`src/rtl/lsu_ctrl_if.sv`:
```
// Execute-stage request/response channel and data-memory bus of the load/store unit.
// The slave modport is the LSU itself; the master modport is its environment.
interface lsu_ctrl_if #(
  parameter int ADDR_W = 64
);
  logic              req_valid;
  logic              req_ready;
  logic              req_write;
  logic [1:0]        req_size;
  logic              req_unsigned;
  logic [ADDR_W-1:0] req_addr;
  logic [63:0]       req_wdata;
  logic              resp_valid;
  logic [63:0]       resp_rdata;
  logic              resp_misaligned;
  logic [ADDR_W-1:0] mem_addr;
  logic              mem_read;
  logic              mem_write;
  logic [63:0]       mem_wdata;
  logic [63:0]       mem_rdata;

  modport master (
    output req_valid, req_write, req_size, req_unsigned, req_addr, req_wdata, mem_rdata,
    input  req_ready, resp_valid, resp_rdata, resp_misaligned,
           mem_addr, mem_read, mem_write, mem_wdata
  );

  modport slave (
    input  req_valid, req_write, req_size, req_unsigned, req_addr, req_wdata, mem_rdata,
    output req_ready, resp_valid, resp_rdata, resp_misaligned,
           mem_addr, mem_read, mem_write, mem_wdata
  );
endinterface

```
`src/rtl/lsu_ctrl.sv`:
```
// Load/store unit: one outstanding request, byte/half/word/dword loads with extension,
// and read-modify-write for sub-doubleword stores on a doubleword-only memory.
module lsu_ctrl #(
  parameter int ADDR_W = 64,
  parameter int RD_LAT = 1
) (
  input  logic       clk,
  input  logic       rst,
  lsu_ctrl_if.slave  bus
);
  typedef enum logic [2:0] {IDLE, RD, WR, RESP, ERR} state_t;

  localparam logic [1:0] LAST_CNT = 2'(RD_LAT - 1);

  state_t      state;
  logic [1:0]  cnt;
  logic        st_write;
  logic [1:0]  st_size;
  logic        st_unsigned;
  logic [2:0]  st_off;
  logic [63:0] st_wdata;
  logic        misaligned;

  always_comb begin
    unique case (bus.req_size)
      2'b00:   misaligned = 1'b0;
      2'b01:   misaligned = bus.req_addr[0];
      2'b10:   misaligned = |bus.req_addr[1:0];
      default: misaligned = |bus.req_addr[2:0];
    endcase
  end

  function automatic logic [63:0] size_mask(input logic [1:0] size);
    unique case (size)
      2'b00:   return 64'h0000_0000_0000_00FF;
      2'b01:   return 64'h0000_0000_0000_FFFF;
      2'b10:   return 64'h0000_0000_FFFF_FFFF;
      default: return 64'hFFFF_FFFF_FFFF_FFFF;
    endcase
  endfunction

  function automatic logic [63:0] extract(input logic [63:0] d, input logic [2:0] off,
                                          input logic [1:0] size, input logic uns);
    logic [63:0] s;
    s = d >> {off, 3'b000};
    unique case (size)
      2'b00:   return uns ? {56'd0, s[7:0]}  : {{56{s[7]}}, s[7:0]};
      2'b01:   return uns ? {48'd0, s[15:0]} : {{48{s[15]}}, s[15:0]};
      2'b10:   return uns ? {32'd0, s[31:0]} : {{32{s[31]}}, s[31:0]};
      default: return s;
    endcase
  endfunction

  // Replace the addressed lane of the old doubleword with the low bytes of the store data.
  function automatic logic [63:0] merge(input logic [63:0] d, input logic [63:0] w,
                                        input logic [2:0] off, input logic [1:0] size);
    logic [63:0] lane;
    lane = size_mask(size) << {off, 3'b000};
    return (d & ~lane) | ((w & size_mask(size)) << {off, 3'b000});
  endfunction

  always_ff @(posedge clk or posedge rst) begin
    if (rst) begin
      state               <= IDLE;
      cnt                 <= '0;
      st_write            <= 1'b0;
      st_size             <= '0;
      st_unsigned         <= 1'b0;
      st_off              <= '0;
      st_wdata            <= '0;
      bus.req_ready       <= 1'b1;
      bus.resp_valid      <= 1'b0;
      bus.resp_rdata      <= '0;
      bus.resp_misaligned <= 1'b0;
      bus.mem_read        <= 1'b0;
      bus.mem_write       <= 1'b0;
      bus.mem_addr        <= '0;
      bus.mem_wdata       <= '0;
    end else begin
      unique case (state)
        IDLE: begin
          if (bus.req_valid) begin
            st_write      <= bus.req_write;
            st_size       <= bus.req_size;
            st_unsigned   <= bus.req_unsigned;
            st_off        <= bus.req_addr[2:0];
            st_wdata      <= bus.req_wdata;
            cnt           <= '0;
            bus.req_ready <= 1'b0;
            bus.mem_addr  <= {bus.req_addr[ADDR_W-1:3], 3'b000};
            if (misaligned) begin
              state               <= ERR;
              bus.resp_valid      <= 1'b1;
              bus.resp_misaligned <= 1'b1;
              bus.resp_rdata      <= '0;
            end else if (bus.req_write && bus.req_size == 2'b11) begin
              state         <= WR;
              bus.mem_write <= 1'b1;
              bus.mem_wdata <= bus.req_wdata;
            end else begin
              state        <= RD;
              bus.mem_read <= 1'b1;
            end
          end
        end
        // mem_rdata is only trusted on the final read cycle.
        RD: begin
          if (cnt == LAST_CNT) begin
            bus.mem_read <= 1'b0;
            if (st_write) begin
              state         <= WR;
              bus.mem_write <= 1'b1;
              bus.mem_wdata <= merge(bus.mem_rdata, st_wdata, st_off, st_size);
            end else begin
              state          <= RESP;
              bus.resp_valid <= 1'b1;
              bus.resp_rdata <= extract(bus.mem_rdata, st_off, st_size, st_unsigned);
            end
          end else begin
            cnt <= cnt + 2'd1;
          end
        end
        WR: begin
          state          <= RESP;
          bus.mem_write  <= 1'b0;
          bus.resp_valid <= 1'b1;
          bus.resp_rdata <= '0;
        end
        RESP, ERR: begin
          state               <= IDLE;
          bus.req_ready       <= 1'b1;
          bus.resp_valid      <= 1'b0;
          bus.resp_misaligned <= 1'b0;
          bus.resp_rdata      <= '0;
        end
        default: state <= IDLE;
      endcase
    end
  end
endmodule
```
`src/flat_wrapper.sv`:
```
// flat-port wrapper written by rule: the top's interface ports become plain ports
module lsu_ctrl_flat 
#(
  parameter int ADDR_W = 64,
  parameter int RD_LAT = 1
)
  (clk, rst, bus_req_valid, bus_req_write, bus_req_size, bus_req_unsigned, bus_req_addr, bus_req_wdata, bus_mem_rdata, bus_req_ready, bus_resp_valid, bus_resp_rdata, bus_resp_misaligned, bus_mem_addr, bus_mem_read, bus_mem_write, bus_mem_wdata);
  lsu_ctrl_if #(.ADDR_W(ADDR_W)) bus_i ();
  input  logic clk;
  input  logic rst;
  input wire logic [$bits(bus_i.req_valid)-1:0] bus_req_valid;
  input wire logic [$bits(bus_i.req_write)-1:0] bus_req_write;
  input wire logic [$bits(bus_i.req_size)-1:0] bus_req_size;
  input wire logic [$bits(bus_i.req_unsigned)-1:0] bus_req_unsigned;
  input wire logic [$bits(bus_i.req_addr)-1:0] bus_req_addr;
  input wire logic [$bits(bus_i.req_wdata)-1:0] bus_req_wdata;
  input wire logic [$bits(bus_i.mem_rdata)-1:0] bus_mem_rdata;
  output wire logic [$bits(bus_i.req_ready)-1:0] bus_req_ready;
  output wire logic [$bits(bus_i.resp_valid)-1:0] bus_resp_valid;
  output wire logic [$bits(bus_i.resp_rdata)-1:0] bus_resp_rdata;
  output wire logic [$bits(bus_i.resp_misaligned)-1:0] bus_resp_misaligned;
  output wire logic [$bits(bus_i.mem_addr)-1:0] bus_mem_addr;
  output wire logic [$bits(bus_i.mem_read)-1:0] bus_mem_read;
  output wire logic [$bits(bus_i.mem_write)-1:0] bus_mem_write;
  output wire logic [$bits(bus_i.mem_wdata)-1:0] bus_mem_wdata;
  assign bus_i.req_valid = bus_req_valid;
  assign bus_i.req_write = bus_req_write;
  assign bus_i.req_size = bus_req_size;
  assign bus_i.req_unsigned = bus_req_unsigned;
  assign bus_i.req_addr = bus_req_addr;
  assign bus_i.req_wdata = bus_req_wdata;
  assign bus_i.mem_rdata = bus_mem_rdata;
  assign bus_req_ready = bus_i.req_ready;
  assign bus_resp_valid = bus_i.resp_valid;
  assign bus_resp_rdata = bus_i.resp_rdata;
  assign bus_resp_misaligned = bus_i.resp_misaligned;
  assign bus_mem_addr = bus_i.mem_addr;
  assign bus_mem_read = bus_i.mem_read;
  assign bus_mem_write = bus_i.mem_write;
  assign bus_mem_wdata = bus_i.mem_wdata;
  lsu_ctrl #(.ADDR_W(ADDR_W), .RD_LAT(RD_LAT)) u_core (.clk(clk), .rst(rst), .bus(bus_i));
endmodule
```
`config.mk`:
```
export PLATFORM = sky130hd
export DESIGN_NAME = lsu_ctrl_flat
export DESIGN_NICKNAME = d
export VERILOG_FILES = /design/src/rtl/lsu_ctrl_if.sv /design/src/rtl/lsu_ctrl.sv /design/src/flat_wrapper.sv
export SDC_FILE = /design/constraint.sdc
export NUM_CORES = 1
export LEC_CHECK = 0
export BUFFER_PORTS_ARGS = -buffer_cell sky130_fd_sc_hd__buf_2
export CORE_MARGIN = 3
export CORE_UTILIZATION = 54
export DETAILED_ROUTE_END_ITERATION = 10
export GPL_TIMING_DRIVEN = 0
export HOLD_SLACK_MARGIN = 0.03
export PLACE_DENSITY = 0.91
export SLEW_MARGIN = 25
export SYNTH_ARGS = -nofsm -noshare
export SYNTH_HDL_FRONTEND = slang
export SYNTH_SLANG_ARGS = --single-unit
```
`constraint.sdc`:
```
create_clock -name clk -period 8.6 [get_ports clk]
set_input_delay 0.43 -clock clk [delete_from_list [all_inputs] [get_ports clk]]
set_output_delay 0.43 -clock clk [all_outputs]
set_load 0.01 [all_outputs]
```
==> results of run 1 <==
flip-flops by register name (all words and copies together) (netlist names):
signal / flops
u_core.bus.mem_write: 1
u_core.cnt: 2
u_core.bus.mem_addr: 61
u_core.bus.resp_valid: 1
u_core.bus.resp_rdata: 64
u_core.st_unsigned: 1
u_core.st_size: 2
u_core.bus.mem_wdata: 64
u_core.bus.resp_misaligned: 1
u_core.bus.req_ready: 1
u_core.st_write: 1
u_core.st_off: 3
u_core.st_wdata: 64
u_core.bus.mem_read: 1
u_core.state: 3
worst max-delay path, cell delays in order, from the launching register on:
cell                       delay [ns]
sky130_fd_sc_hd__dfrtp_1         0.34
sky130_fd_sc_hd__buf_2           0.19
sky130_fd_sc_hd__nor3b_1         0.76
sky130_fd_sc_hd__clkbuf_1        0.57
sky130_fd_sc_hd__clkbuf_1        0.75
sky130_fd_sc_hd__a211oi_1        0.39
sky130_fd_sc_hd__a21o_1          0.26
cells by family after synthesis:
family / share of synthesized area, %
AOI/OAI and AO/OA: 20.8
adders and majority gates: 0.0853
muxes: 18.1
DFF: 46.1
other: 0.0256
and+or+nand+nor: 10.8
buffers and inverters: 4.13
through the flow:
| stage | worst slack, ns | instances | hold WS (ns) | power, mW | utilization (%) |
|---|---|---|---|---|---|
| after floorplan | 0.733 | 1441 | 0.466 | 4.90 | - |
| after global placement | -1.66 | 2168 | 0.456 | 6.56 | 64.7 |
| after detailed placement | 5.34 | 2170 | 0.465 | 6.66 | 65.0 |
| after CTS | 5.34 | 2218 | 0.111 | 7.87 | 68.3 |
| after global routing | 5.20 | 2222 | 0.119 | 8.36 | 68.3 |
| final | 5.21 | 2223 | 0.111 | 8.05 | 68.4 |
layout make-up:
cell class                 instances  area, um2  area share [%]
antenna                            5       12.5          0.0695
multi-input combinational       1032       7320            40.6
inverter                          11       48.8           0.271
clock buffer                      42        812            4.51
tap                              335        419            2.33
timing repair buffer             395       2030            11.3
buffer                           128        564            3.13
clock inverter                     5       53.8           0.299
sequential                       270       6760            37.5
cell usage after synthesis, types with 10 or more instances:
library cell | number | area [um2]
sky130_fd_sc_hd__a221oi_1 | 26 | 228
sky130_fd_sc_hd__nor2_1 | 108 | 405
sky130_fd_sc_hd__nor3_1 | 23 | 115
sky130_fd_sc_hd__a221o_1 | 43 | 430
sky130_fd_sc_hd__buf_2 | 28 | 140
sky130_fd_sc_hd__a22o_1 | 14 | 123
sky130_fd_sc_hd__nand3_1 | 14 | 70.1
sky130_fd_sc_hd__o21ai_0 | 116 | 581
sky130_fd_sc_hd__o21ai_2 | 26 | 228
sky130_fd_sc_hd__nand2b_1 | 10 | 62.6
sky130_fd_sc_hd__a211oi_1 | 20 | 150
sky130_fd_sc_hd__mux2_2 | 152 | 1710
sky130_fd_sc_hd__nand2_1 | 148 | 556
sky130_fd_sc_hd__o211ai_1 | 12 | 90.1
sky130_fd_sc_hd__a31oi_1 | 14 | 87.6
sky130_fd_sc_hd__clkbuf_1 | 83 | 312
sky130_fd_sc_hd__a21o_1 | 13 | 97.6
sky130_fd_sc_hd__a22oi_1 | 10 | 75.1
sky130_fd_sc_hd__dfrtp_1 | 269 | 6730
sky130_fd_sc_hd__o21a_1 | 10 | 75.1
sky130_fd_sc_hd__mux2i_1 | 76 | 761
sky130_fd_sc_hd__o2bb2ai_1 | 15 | 131
sky130_fd_sc_hd__nor2b_1 | 17 | 106
sky130_fd_sc_hd__a21oi_1 | 57 | 285
power by group:
part / switching (mW) / internal [mW]
sequential: 0.515 / 1.91
clock: 0.502 / 0.674
combinational: 2.79 / 1.66
what timing repair did:
item / CTS / global route
endpoints found under the setup margin: 0 / 0
endpoints found under the hold margin: 64 / 0
hold buffers: 1 / 0
layer usage:
layer | track usage (%) | wire length, um | vias up
li1 | - | - | 6153
met2 | 69.0 | 29600 | 1203
met1 | 53.5 | 23600 | 7147
met4 | 27.0 | 4960 | 0
met3 | 10.7 | 7590 | 307
met5 | 0 | 0 | -
worst max-delay path by stage:
stage	startpoint	endpoint	cells past startpoint
finish	u_core.state[0]	u_core.bus.mem_wdata[7]	6
global route	u_core.state[0]	u_core.bus.mem_wdata[46]	6
CTS	u_core.state[0]	u_core.bus.mem_wdata[7]	6
detailed placement	u_core.state[0]	u_core.bus.mem_wdata[7]	6
global placement	rst	u_core.bus.mem_wdata[4]	2
floorplan	rst	u_core.bus.mem_addr[10]	1
==> flow_results.xml, run 1 <==
<?xml version="1.0" encoding="UTF-8"?>
<metrics>
  <group name="setup_path">
    <metric name="worstSetupEndpointType" unit="">flop</metric>
    <metric name="worstPathRequired" unit="ns">9.04</metric>
    <metric name="crit_arrival" unit="ns">3.83</metric>
    <metric name="r2r_cells" unit="">6</metric>
    <metric name="setup.reg_to_reg.worst_slack" unit="ns">5.21</metric>
    <metric name="critPathLaunchType" unit="">flop</metric>
    <metric name="r2r_end" unit="">u_core.bus.mem_wdata[7]</metric>
    <metric name="critPathKind" unit="">reg2reg</metric>
    <metric name="path_max_fanout" unit="">10</metric>
    <metric name="r2r_start" unit="">u_core.state[0]</metric>
  </group>
  <group name="cts">
    <metric name="cts_buffer_depth" unit="">3</metric>
    <metric name="postCtsSetupBuffers" unit="">0</metric>
    <metric name="cts_inserted_buffers" unit="">27</metric>
    <metric name="clk_pin_slew_worst_setup_hold_paths" unit="ns">0.07</metric>
    <metric name="clock_network_latency_to_the_later_pin_of_the_worst_skew_pair" unit="ns">0.55</metric>
    <metric name="post_cts_gate_resize_count" unit="">0</metric>
    <metric name="tritoncts" unit="">done</metric>
    <metric name="ctsRootBufferMaster" unit="">sky130_fd_sc_hd__clkbuf_16</metric>
    <metric name="clock_tree.htree_level_count" unit="">1</metric>
    <metric name="clock_sink_count" unit="">270</metric>
  </group>
  <group name="placement">
    <metric name="place.detailed.hpwl" unit="mm">50.7</metric>
    <metric name="place.port_buffers" unit="">392</metric>
    <metric name="post_dp_cell_area" unit="um2">17100</metric>
    <metric name="place.gp.congestion" unit="">1.12</metric>
  </group>
  <group name="min_path">
    <metric name="min_delay_worst_endpoint" unit="">u_core.bus.mem_addr[55]</metric>
    <metric name="hold_path.class" unit="">in2reg</metric>
    <metric name="hold_depth" unit="">2</metric>
    <metric name="timing.hold.worst.start" unit="">bus_req_addr[55]</metric>
  </group>
  <group name="sta">
    <metric name="hold_viol" unit="">0</metric>
    <metric name="timing.final.setup_violations" unit="">0</metric>
    <metric name="rsz0062_at_grt" unit="">no</metric>
    <metric name="finalCritPeriodShare" unit="%">39.5</metric>
    <metric name="worst_slew_pin_slew" unit="ns">1.15</metric>
    <metric name="max_freq" unit="MHz">295</metric>
    <metric name="setup-tns-final" unit="ns">0</metric>
    <metric name="slew_viol_final" unit="">0</metric>
    <metric name="clock-skew-final" unit="ns">0.0103</metric>
    <metric name="timing.max_slew.rel_slack" unit="%">22.8</metric>
    <metric name="minimum_clock_period_after_layout" unit="ns">3.39</metric>
  </group>
  <group name="yosys">
    <metric name="mapped_avg_cell_area" unit="um2">10.2</metric>
    <metric name="syn_area" unit="um2">14700</metric>
    <metric name="synth.lib_cells_used.distinct" unit="">62</metric>
    <metric name="ys_warn_count" unit="">0</metric>
    <metric name="count_of_flip_flops_with_a_built_in_enable_after_synthesis" unit="">0</metric>
    <metric name="synth_seq_cells" unit="">270</metric>
    <metric name="postSynth.asyncResetShare" unit="%">100</metric>
    <metric name="dominantRegCellSynth" unit="">sky130_fd_sc_hd__dfrtp_1</metric>
    <metric name="synth_sequential_area_ratio" unit="%">46.1</metric>
    <metric name="number_of_instances_in_the_synthesized_netlist" unit="">1439</metric>
  </group>
  <group name="drt">
    <metric name="postRouteWirelength" unit="mm">65.7</metric>
    <metric name="drcViolationCount" unit="">0</metric>
    <metric name="detailedRoute.firstPassIterationCount" unit="">7</metric>
    <metric name="vias_per_cell" unit="">6.66</metric>
    <metric name="routedWlPerCell" unit="um">29.6</metric>
    <metric name="final_antenna_net_count" unit="">0</metric>
    <metric name="detailroute.via_count" unit="">14800</metric>
    <metric name="detail_route.iter0.violations" unit="">1949</metric>
  </group>
  <group name="pwr">
    <metric name="power.leakage" unit="nW">8.42</metric>
    <metric name="vdd_ir_drop_max" unit="mV">0.244</metric>
    <metric name="power_density" unit="nW/um2">447</metric>
  </group>
  <group name="grt">
    <metric name="first_pass_grt_wire_length" unit="mm">93.6</metric>
    <metric name="grtUsageTotal" unit="%">43.4</metric>
    <metric name="first_global_vias" unit="">14900</metric>
    <metric name="globalRoute.totalOverflow" unit="">0</metric>
    <metric name="grt_antenna_before_repair" unit="">5</metric>
    <metric name="grt_max_degree" unit="">105</metric>
  </group>
  <group name="die">
    <metric name="design.die.area" unit="um2">29200</metric>
    <metric name="num_io_pins" unit="">396</metric>
    <metric name="initial_utilization" unit="%">55.7</metric>
    <metric name="die_height" unit="um">171</metric>
    <metric name="core_region_area" unit="um2">26400</metric>
    <metric name="die_w" unit="um">171</metric>
    <metric name="std_cell_rows" unit="">59</metric>
  </group>
  <group name="final_layout">
    <metric name="most_common_cell_after_layout_fill_and_taps_aside" unit="">sky130_fd_sc_hd__buf_2</metric>
    <metric name="fillers" unit="">2000</metric>
    <metric name="drive_above_1_share" unit="%">35.8</metric>
    <metric name="syn_to_final_growth" unit="%">22.8</metric>
    <metric name="finish.net_count" unit="">2065</metric>
    <metric name="finalInstanceArea" unit="um2">18000</metric>
    <metric name="final_cell_mix" unit="">sky130_fd_sc_hd__buf_2 (420), sky130_fd_sc_hd__dfrtp_1 (269), sky130_fd_sc_hd__mux2_2 (152)</metric>
  </group>
  <group name="run_status">
    <metric name="result_of_the_run" unit="">finished, final reports clean</metric>
  </group>
  <group name="job">
    <metric name="cap_violations" unit="">0</metric>
  </group>
</metrics>
No activity file was read; power rests on OpenSTA's default activity.
==> run 2: changes to the inputs <==
Settings changed: CORE_UTILIZATION 54 to 48, PLACE_DENSITY 0.91 to 0.86.
Clock period 8.6 ns to 3.01 ns, I/O delays scaled along.
==> run 2 against run 1 <==
The run now ends with setup timing left. Core utilization down 2.2 points. Setup slack worse by 5.3 ns. Critical path depth unchanged. First-iteration DRC count down 10%. Highest routed layer is now met5. Critical endpoint is now u_core.bus.resp_rdata[25]. Final cell count up 8.8%. Largest power group unchanged.
==> flow_results.xml, run 2 (synthesized netlist as in run 1, its figures left out) <==
<?xml version="1.0" encoding="UTF-8"?>
<metrics>
  <group name="placement">
    <metric name="place.gp.congestion" unit="">1.05</metric>
    <metric name="detailedPlace.worstSlack" unit="ns">-0.326</metric>
    <metric name="dp_cells" unit="">2231</metric>
    <metric name="place.detailed.hpwl" unit="mm">54.2</metric>
    <metric name="place.port_buffers" unit="">392</metric>
    <metric name="post_dp_cell_area" unit="um2">17300</metric>
  </group>
  <group name="setup_path">
    <metric name="critical_path_buf_inv_count" unit="">4</metric>
    <metric name="setup.reg_to_reg.worst_slack" unit="ns">-0.07</metric>
    <metric name="path_delay_family" unit="">buffers and inverters</metric>
    <metric name="crit_chain" unit="">buf_2 -&gt; buf_2 -&gt; clkbuf_1 -&gt; clkbuf_1 -&gt; o21ai_0 -&gt; a221o_1</metric>
    <metric name="r2r_start" unit="">u_core.st_off[1]</metric>
    <metric name="r2r_end" unit="">u_core.bus.resp_rdata[25]</metric>
    <metric name="crit_cells" unit="">6</metric>
    <metric name="crit_arrival" unit="ns">3.52</metric>
    <metric name="critPathLaunchType" unit="">flop</metric>
    <metric name="r2r_cells" unit="">6</metric>
    <metric name="worstPathRequired" unit="ns">3.46</metric>
    <metric name="critPathMaxStageDelay" unit="ns">0.73</metric>
    <metric name="critPathKind" unit="">reg2reg</metric>
    <metric name="worstSetupEndpointType" unit="">flop</metric>
    <metric name="critical_path.slowest_cell" unit="">sky130_fd_sc_hd__clkbuf_1</metric>
    <metric name="path_max_fanout" unit="">10</metric>
  </group>
  <group name="cts">
    <metric name="ctsRootBufferMaster" unit="">sky130_fd_sc_hd__clkbuf_16</metric>
    <metric name="clock_tree.htree_level_count" unit="">1</metric>
    <metric name="tritoncts" unit="">done</metric>
    <metric name="cts_buffer_depth" unit="">3</metric>
    <metric name="clk_pin_slew_worst_setup_hold_paths" unit="ns">0.07</metric>
    <metric name="clock_sink_count" unit="">270</metric>
    <metric name="cts_inserted_buffers" unit="">28</metric>
    <metric name="postCtsSetupBuffers" unit="">0</metric>
    <metric name="clock_network_latency_to_the_later_pin_of_the_worst_skew_pair" unit="ns">0.58</metric>
  </group>
  <group name="pwr">
    <metric name="power_density" unit="nW/um2">1210</metric>
    <metric name="power.leakage" unit="nW">9.15</metric>
    <metric name="vdd_ir_drop_max" unit="mV">0.725</metric>
    <metric name="totalPowerFinal" unit="mW">24.0</metric>
  </group>
  <group name="run_status">
    <metric name="result_of_the_run" unit="">finished, violations left</metric>
    <metric name="violations_in_the_final_reports" unit="">setup timing</metric>
  </group>
  <group name="final_layout">
    <metric name="final_design_utilization" unit="%">66.1</metric>
    <metric name="post_layout_nonfiller_instances" unit="">2419</metric>
    <metric name="final_cell_mix" unit="">sky130_fd_sc_hd__buf_2 (419), sky130_fd_sc_hd__dfrtp_1 (269), sky130_fd_sc_hd__mux2_2 (152)</metric>
    <metric name="drive_above_1_share" unit="%">35.3</metric>
    <metric name="most_common_cell_after_layout_fill_and_taps_aside" unit="">sky130_fd_sc_hd__buf_2</metric>
    <metric name="finish.net_count" unit="">2207</metric>
    <metric name="reg_top3" unit="">u_core.bus.mem_wdata (64), u_core.bus.resp_rdata (64), u_core.st_wdata (64)</metric>
    <metric name="syn_to_final_growth" unit="%">34.6</metric>
    <metric name="finalInstanceArea" unit="um2">19800</metric>
  </group>
  <group name="die">
    <metric name="die_height" unit="um">181</metric>
    <metric name="core_region_area" unit="um2">29900</metric>
    <metric name="die_w" unit="um">181</metric>
    <metric name="num_io_pins" unit="">396</metric>
    <metric name="std_cell_rows" unit="">63</metric>
    <metric name="design.die.area" unit="um2">32700</metric>
    <metric name="initial_utilization" unit="%">49.1</metric>
  </group>
  <group name="sta">
    <metric name="hold-worst-slack" unit="ns">0.0490</metric>
    <metric name="minimum_clock_period_after_layout" unit="ns">3.08</metric>
    <metric name="timing.final.setup_violations" unit="">5</metric>
    <metric name="setup-tns-final" unit="ns">-0.107</metric>
    <metric name="max_freq" unit="MHz">325</metric>
    <metric name="timing.max_slew.rel_slack" unit="%">31.0</metric>
    <metric name="worst_slack" unit="ns">-0.0665</metric>
    <metric name="finalCritPeriodShare" unit="%">102</metric>
    <metric name="clock-skew-final" unit="ns">0.0234</metric>
    <metric name="hold_viol" unit="">0</metric>
    <metric name="slew_viol_final" unit="">0</metric>
    <metric name="worst_slew_pin_slew" unit="ns">1.03</metric>
  </group>
  <group name="min_path">
    <metric name="timing.hold.worst.start" unit="">bus_mem_rdata[59]</metric>
    <metric name="min_delay_worst_endpoint" unit="">u_core.bus.resp_rdata[59]</metric>
    <metric name="hold_depth" unit="">3</metric>
    <metric name="hold_path.class" unit="">in2reg</metric>
  </group>
  <group name="drt">
    <metric name="drcViolationCount" unit="">0</metric>
    <metric name="detail_route.iter0.violations" unit="">1749</metric>
    <metric name="postRouteWirelength" unit="mm">72.3</metric>
    <metric name="final_antenna_net_count" unit="">0</metric>
    <metric name="detailedRoute.firstPassIterationCount" unit="">6</metric>
    <metric name="detailroute.via_count" unit="">15600</metric>
    <metric name="vias_per_cell" unit="">6.44</metric>
    <metric name="routedWlPerCell" unit="um">29.9</metric>
  </group>
  <group name="grt">
    <metric name="globalRoute.totalOverflow" unit="">0</metric>
    <metric name="grt_antenna_before_repair" unit="">2</metric>
    <metric name="first_global_vias" unit="">16100</metric>
    <metric name="grtUsageTotal" unit="%">42.8</metric>
    <metric name="first_pass_grt_wire_length" unit="mm">105</metric>
    <metric name="grt_max_degree" unit="">35</metric>
  </group>
  <group name="job">
    <metric name="cap_violations" unit="">0</metric>
  </group>
</metrics>
-- run 2: cell count changes in the layout (fill, tap and decap cells not counted), moves of 3 or more --
cell	change
sky130_fd_sc_hd__dlygate4sd3_1	+135
sky130_fd_sc_hd__clkbuf_1	-13
sky130_fd_sc_hd__clkbuf_2	+12
sky130_fd_sc_hd__a221oi_1	-8
sky130_fd_sc_hd__a221oi_2	+8
sky130_fd_sc_hd__buf_12	+8
sky130_fd_sc_hd__diode_2	-4
sky130_fd_sc_hd__a22oi_1	-3
sky130_fd_sc_hd__a22oi_2	+3
sky130_fd_sc_hd__buf_1	-3
sky130_fd_sc_hd__clkinv_2	+3
-- run 2: final cells by class --
cell class / instances / area (um2)
sequential: 270 / 6760
clock inverter: 11 / 158
multi-input combinational: 1032 / 7400
buffer: 128 / 589
antenna: 1 / 2.50
clock buffer: 40 / 826
timing repair buffer: 536 / 3480
tap: 390 / 488
inverter: 11 / 45.0
fill: 2278 / 10100
-- run 2: worst register-to-register path: stages, from the launching register on --
cell and delay, ns:
sky130_fd_sc_hd__dfrtp_1 0.33, sky130_fd_sc_hd__buf_2 0.21, sky130_fd_sc_hd__buf_2 0.29, sky130_fd_sc_hd__clkbuf_1 0.57, sky130_fd_sc_hd__clkbuf_1 0.73, sky130_fd_sc_hd__o21ai_0 0.38, sky130_fd_sc_hd__a221o_1 0.42
-- run 2: timing repair --
action                                 in CTS  in global routing
endpoints found under the hold margin     218                  0
pin swaps                                   0                  0
hold buffers                              136                  0
setup endpoints to repair                  20                 46
resized for setup                          11                 27
-- run 2: metal layers --
metal	vias to the layer above	wire length [um]	GRT usage (%)
li1	6457	-	-
met1	7673	27100	54.6
met2	1167	32800	68.6
met3	271	7680	9.38
met4	2	4650	22.2
met5	-	15	0
-- run 2: worst max path at each step --
stage / startpoint / end / slack [ns]
6_report: u_core.st_off[1] / u_core.bus.resp_rdata[25] / -0.07
4_1_cts: u_core.st_off[0] / u_core.bus.mem_wdata[33] / 0.008
2_1_floorplan: rst / u_core.bus.mem_addr[10] / -0.71
5_1_grt: u_core.state[0] / u_core.bus.mem_wdata[7] / -0.03
3_3_place_gp: rst / u_core.bus.mem_wdata[6] / -2.08
3_5_place_dp: u_core.st_off[1] / u_core.bus.mem_wdata[30] / -0.33
-- run 2: power by group --
group | internal (mW) | total, mW | leakage [nW] | switching (mW)
clock | 2.17 | 3.69 | 0.485 | 1.52
combinational | 4.93 | 13.3 | 5.32 | 8.33
sequential | 5.46 | 7.04 | 3.34 | 1.57
==> run 3: changes to the inputs <==
Settings changed: SETUP_SLACK_MARGIN set to 0.5.
==> run 3 against run 2 <==
First-iteration DRC count up 3.0%. Final cell count up 0.29%. The run now ends clean. Combinational power up 4%. Largest cell class unchanged.
==> flow_results.xml, run 3 (synthesized netlist as in run 1, its figures left out) <==
<?xml version="1.0" encoding="UTF-8"?>
<metrics>
  <group name="run_status">
    <metric name="result_of_the_run" unit="">finished, final reports clean</metric>
  </group>
  <group name="die">
    <metric name="num_io_pins" unit="">396</metric>
    <metric name="initial_utilization" unit="%">49.1</metric>
    <metric name="std_cell_rows" unit="">63</metric>
    <metric name="die_w" unit="um">181</metric>
    <metric name="die_height" unit="um">181</metric>
    <metric name="design.die.area" unit="um2">32700</metric>
    <metric name="core_region_area" unit="um2">29900</metric>
  </group>
  <group name="setup_path">
    <metric name="worstPathRequired" unit="ns">3.47</metric>
    <metric name="critPathKind" unit="">reg2reg</metric>
    <metric name="critPathLaunchType" unit="">flop</metric>
    <metric name="path_max_fanout" unit="">10</metric>
    <metric name="crit_arrival" unit="ns">3.07</metric>
    <metric name="worstSetupEndpointType" unit="">flop</metric>
  </group>
  <group name="final_layout">
    <metric name="final_cell_mix" unit="">sky130_fd_sc_hd__buf_2 (414), sky130_fd_sc_hd__dfrtp_1 (269), sky130_fd_sc_hd__mux2_2 (152)</metric>
    <metric name="reg_top3" unit="">u_core.bus.mem_wdata (64), u_core.bus.resp_rdata (64), u_core.st_wdata (64)</metric>
    <metric name="drive_above_1_share" unit="%">39.2</metric>
    <metric name="antenna-diode-count" unit="">0</metric>
    <metric name="syn_to_final_growth" unit="%">37.6</metric>
    <metric name="finalInstanceArea" unit="um2">20200</metric>
    <metric name="finish.net_count" unit="">2215</metric>
    <metric name="most_common_cell_after_layout_fill_and_taps_aside" unit="">sky130_fd_sc_hd__buf_2</metric>
  </group>
  <group name="grt">
    <metric name="grtUsageTotal" unit="%">42.8</metric>
    <metric name="grt_antenna_before_repair" unit="">2</metric>
    <metric name="grt_max_degree" unit="">35</metric>
    <metric name="first_pass_grt_wire_length" unit="mm">106</metric>
    <metric name="first_global_vias" unit="">16100</metric>
    <metric name="globalRoute.totalOverflow" unit="">0</metric>
  </group>
  <group name="sta">
    <metric name="max_freq" unit="MHz">384</metric>
    <metric name="worst_slew_pin_slew" unit="ns">1.04</metric>
    <metric name="timing.max_slew.rel_slack" unit="%">30.5</metric>
    <metric name="finalCritPeriodShare" unit="%">86.5</metric>
    <metric name="minimum_clock_period_after_layout" unit="ns">2.60</metric>
    <metric name="hold_viol" unit="">0</metric>
    <metric name="rsz0062_at_grt" unit="">yes</metric>
    <metric name="hold-worst-slack" unit="ns">0.0469</metric>
    <metric name="slew_viol_final" unit="">0</metric>
    <metric name="clock-skew-final" unit="ns">0.0223</metric>
    <metric name="timing.final.setup_violations" unit="">0</metric>
  </group>
  <group name="drt">
    <metric name="final_antenna_net_count" unit="">0</metric>
    <metric name="detail_route.iter0.violations" unit="">1802</metric>
    <metric name="routedWlPerCell" unit="um">29.9</metric>
    <metric name="vias_per_cell" unit="">6.47</metric>
    <metric name="detailroute.via_count" unit="">15700</metric>
    <metric name="postRouteWirelength" unit="mm">72.5</metric>
    <metric name="detailedRoute.firstPassIterationCount" unit="">6</metric>
    <metric name="drcViolationCount" unit="">0</metric>
  </group>
  <group name="cts">
    <metric name="tritoncts" unit="">done</metric>
    <metric name="clock_sink_count" unit="">270</metric>
    <metric name="clk_pin_slew_worst_setup_hold_paths" unit="ns">0.07</metric>
    <metric name="cts_buffer_depth" unit="">3</metric>
    <metric name="clock_network_latency_to_the_later_pin_of_the_worst_skew_pair" unit="ns">0.58</metric>
    <metric name="ctsRootBufferMaster" unit="">sky130_fd_sc_hd__clkbuf_16</metric>
    <metric name="clock_tree.htree_level_count" unit="">1</metric>
    <metric name="cts_inserted_buffers" unit="">28</metric>
  </group>
  <group name="pwr">
    <metric name="vdd_ir_drop_max" unit="mV">0.726</metric>
    <metric name="totalPowerFinal" unit="mW">24.6</metric>
    <metric name="power.leakage" unit="nW">9.36</metric>
    <metric name="power_density" unit="nW/um2">1220</metric>
  </group>
  <group name="placement">
    <metric name="place.gp.congestion" unit="">1.05</metric>
    <metric name="post_dp_cell_area" unit="um2">17300</metric>
    <metric name="place.port_buffers" unit="">392</metric>
    <metric name="place.detailed.hpwl" unit="mm">54.2</metric>
  </group>
  <group name="job">
    <metric name="cap_violations" unit="">0</metric>
  </group>
  <group name="min_path">
    <metric name="hold_path.class" unit="">in2reg</metric>
  </group>
</metrics>
run 3: area by class of cell:
cell class | instances | area [um2]
clock inverters | 11 | 158
plain buffers | 128 | 701
repair buffers | 544 | 3540
well taps | 390 | 488
fillers | 2226 | 9690
inverters | 11 | 45.0
multi-input cells | 1032 | 7670
clock buffers | 40 | 826
flip-flops and latches | 270 | 6760
run 3: final timing paths:
kind	startpoint	end	slack, ns	cells after the start
max in group asynchronous	rst	u_core.bus.mem_wdata[14]	1.64	6
hold reg to reg	u_core.bus.resp_rdata[59]	u_core.bus.resp_rdata[59]	0.47	2
setup / recovery	u_core.st_off[0]	u_core.bus.mem_wdata[41]	0.41	8
min in group asynchronous	rst	u_core.bus.mem_addr[9]	0.26	3
setup reg to reg	u_core.st_off[0]	u_core.bus.mem_wdata[41]	0.41	8
hold / removal	bus_mem_rdata[29]	u_core.bus.mem_wdata[29]	0.05	3
run 3: repair_timing:
action                     in CTS  in global routing
buffers inserted                3                  5
hold endpoints to repair      218                  0
setup endpoints to repair     209                 87
pin swaps                       6                  6
resized for setup              94                 70
hold buffers                  136                  0
run 3: critical path, cell delays in order (launching register included):
cell and delay, ns:
sky130_fd_sc_hd__dfrtp_1 0.40, sky130_fd_sc_hd__buf_6 0.16, sky130_fd_sc_hd__buf_6 0.15, sky130_fd_sc_hd__buf_4 0.20
sky130_fd_sc_hd__buf_4 0.23, sky130_fd_sc_hd__a22oi_2 0.39, sky130_fd_sc_hd__a2bb2oi_1 0.43, sky130_fd_sc_hd__o211ai_1 0.28
sky130_fd_sc_hd__a22o_1 0.24
run 3: metrics by stage:
step	TNS (ns)	worst slack (ns)	std cells	util [%]
2_1_floorplan	-190.22	-0.707	1441	-
3_3_place_gp	-555.19	-2.08	2223	57.4
3_5_place_dp	-2.43	-0.326	2231	57.9
4_1_cts	0	0.430	2421	66.9
5_1_grt	0	0.460	2426	67.6
6_report	0	0.408	2426	67.6
run 3: layer usage:
metal	vias to the layer above	track usage (%)	share of wire [%]	wire length (um)
met4	2	22.3	6.7	4880
met5	-	0	0.015	11
met1	7730	54.2	37	27000
li1	6477	-	-	-
met3	313	10.2	11	7720
met2	1180	68.7	45	32900
run 3: where the power goes:
group | internal, mW | switching, mW | leakage (nW)
registers | 5.46 | 1.61 | 3.34
logic | 5.29 | 8.53 | 5.54
clock network | 2.17 | 1.52 | 0.485
total | 12.9 | 11.7 | 9.36
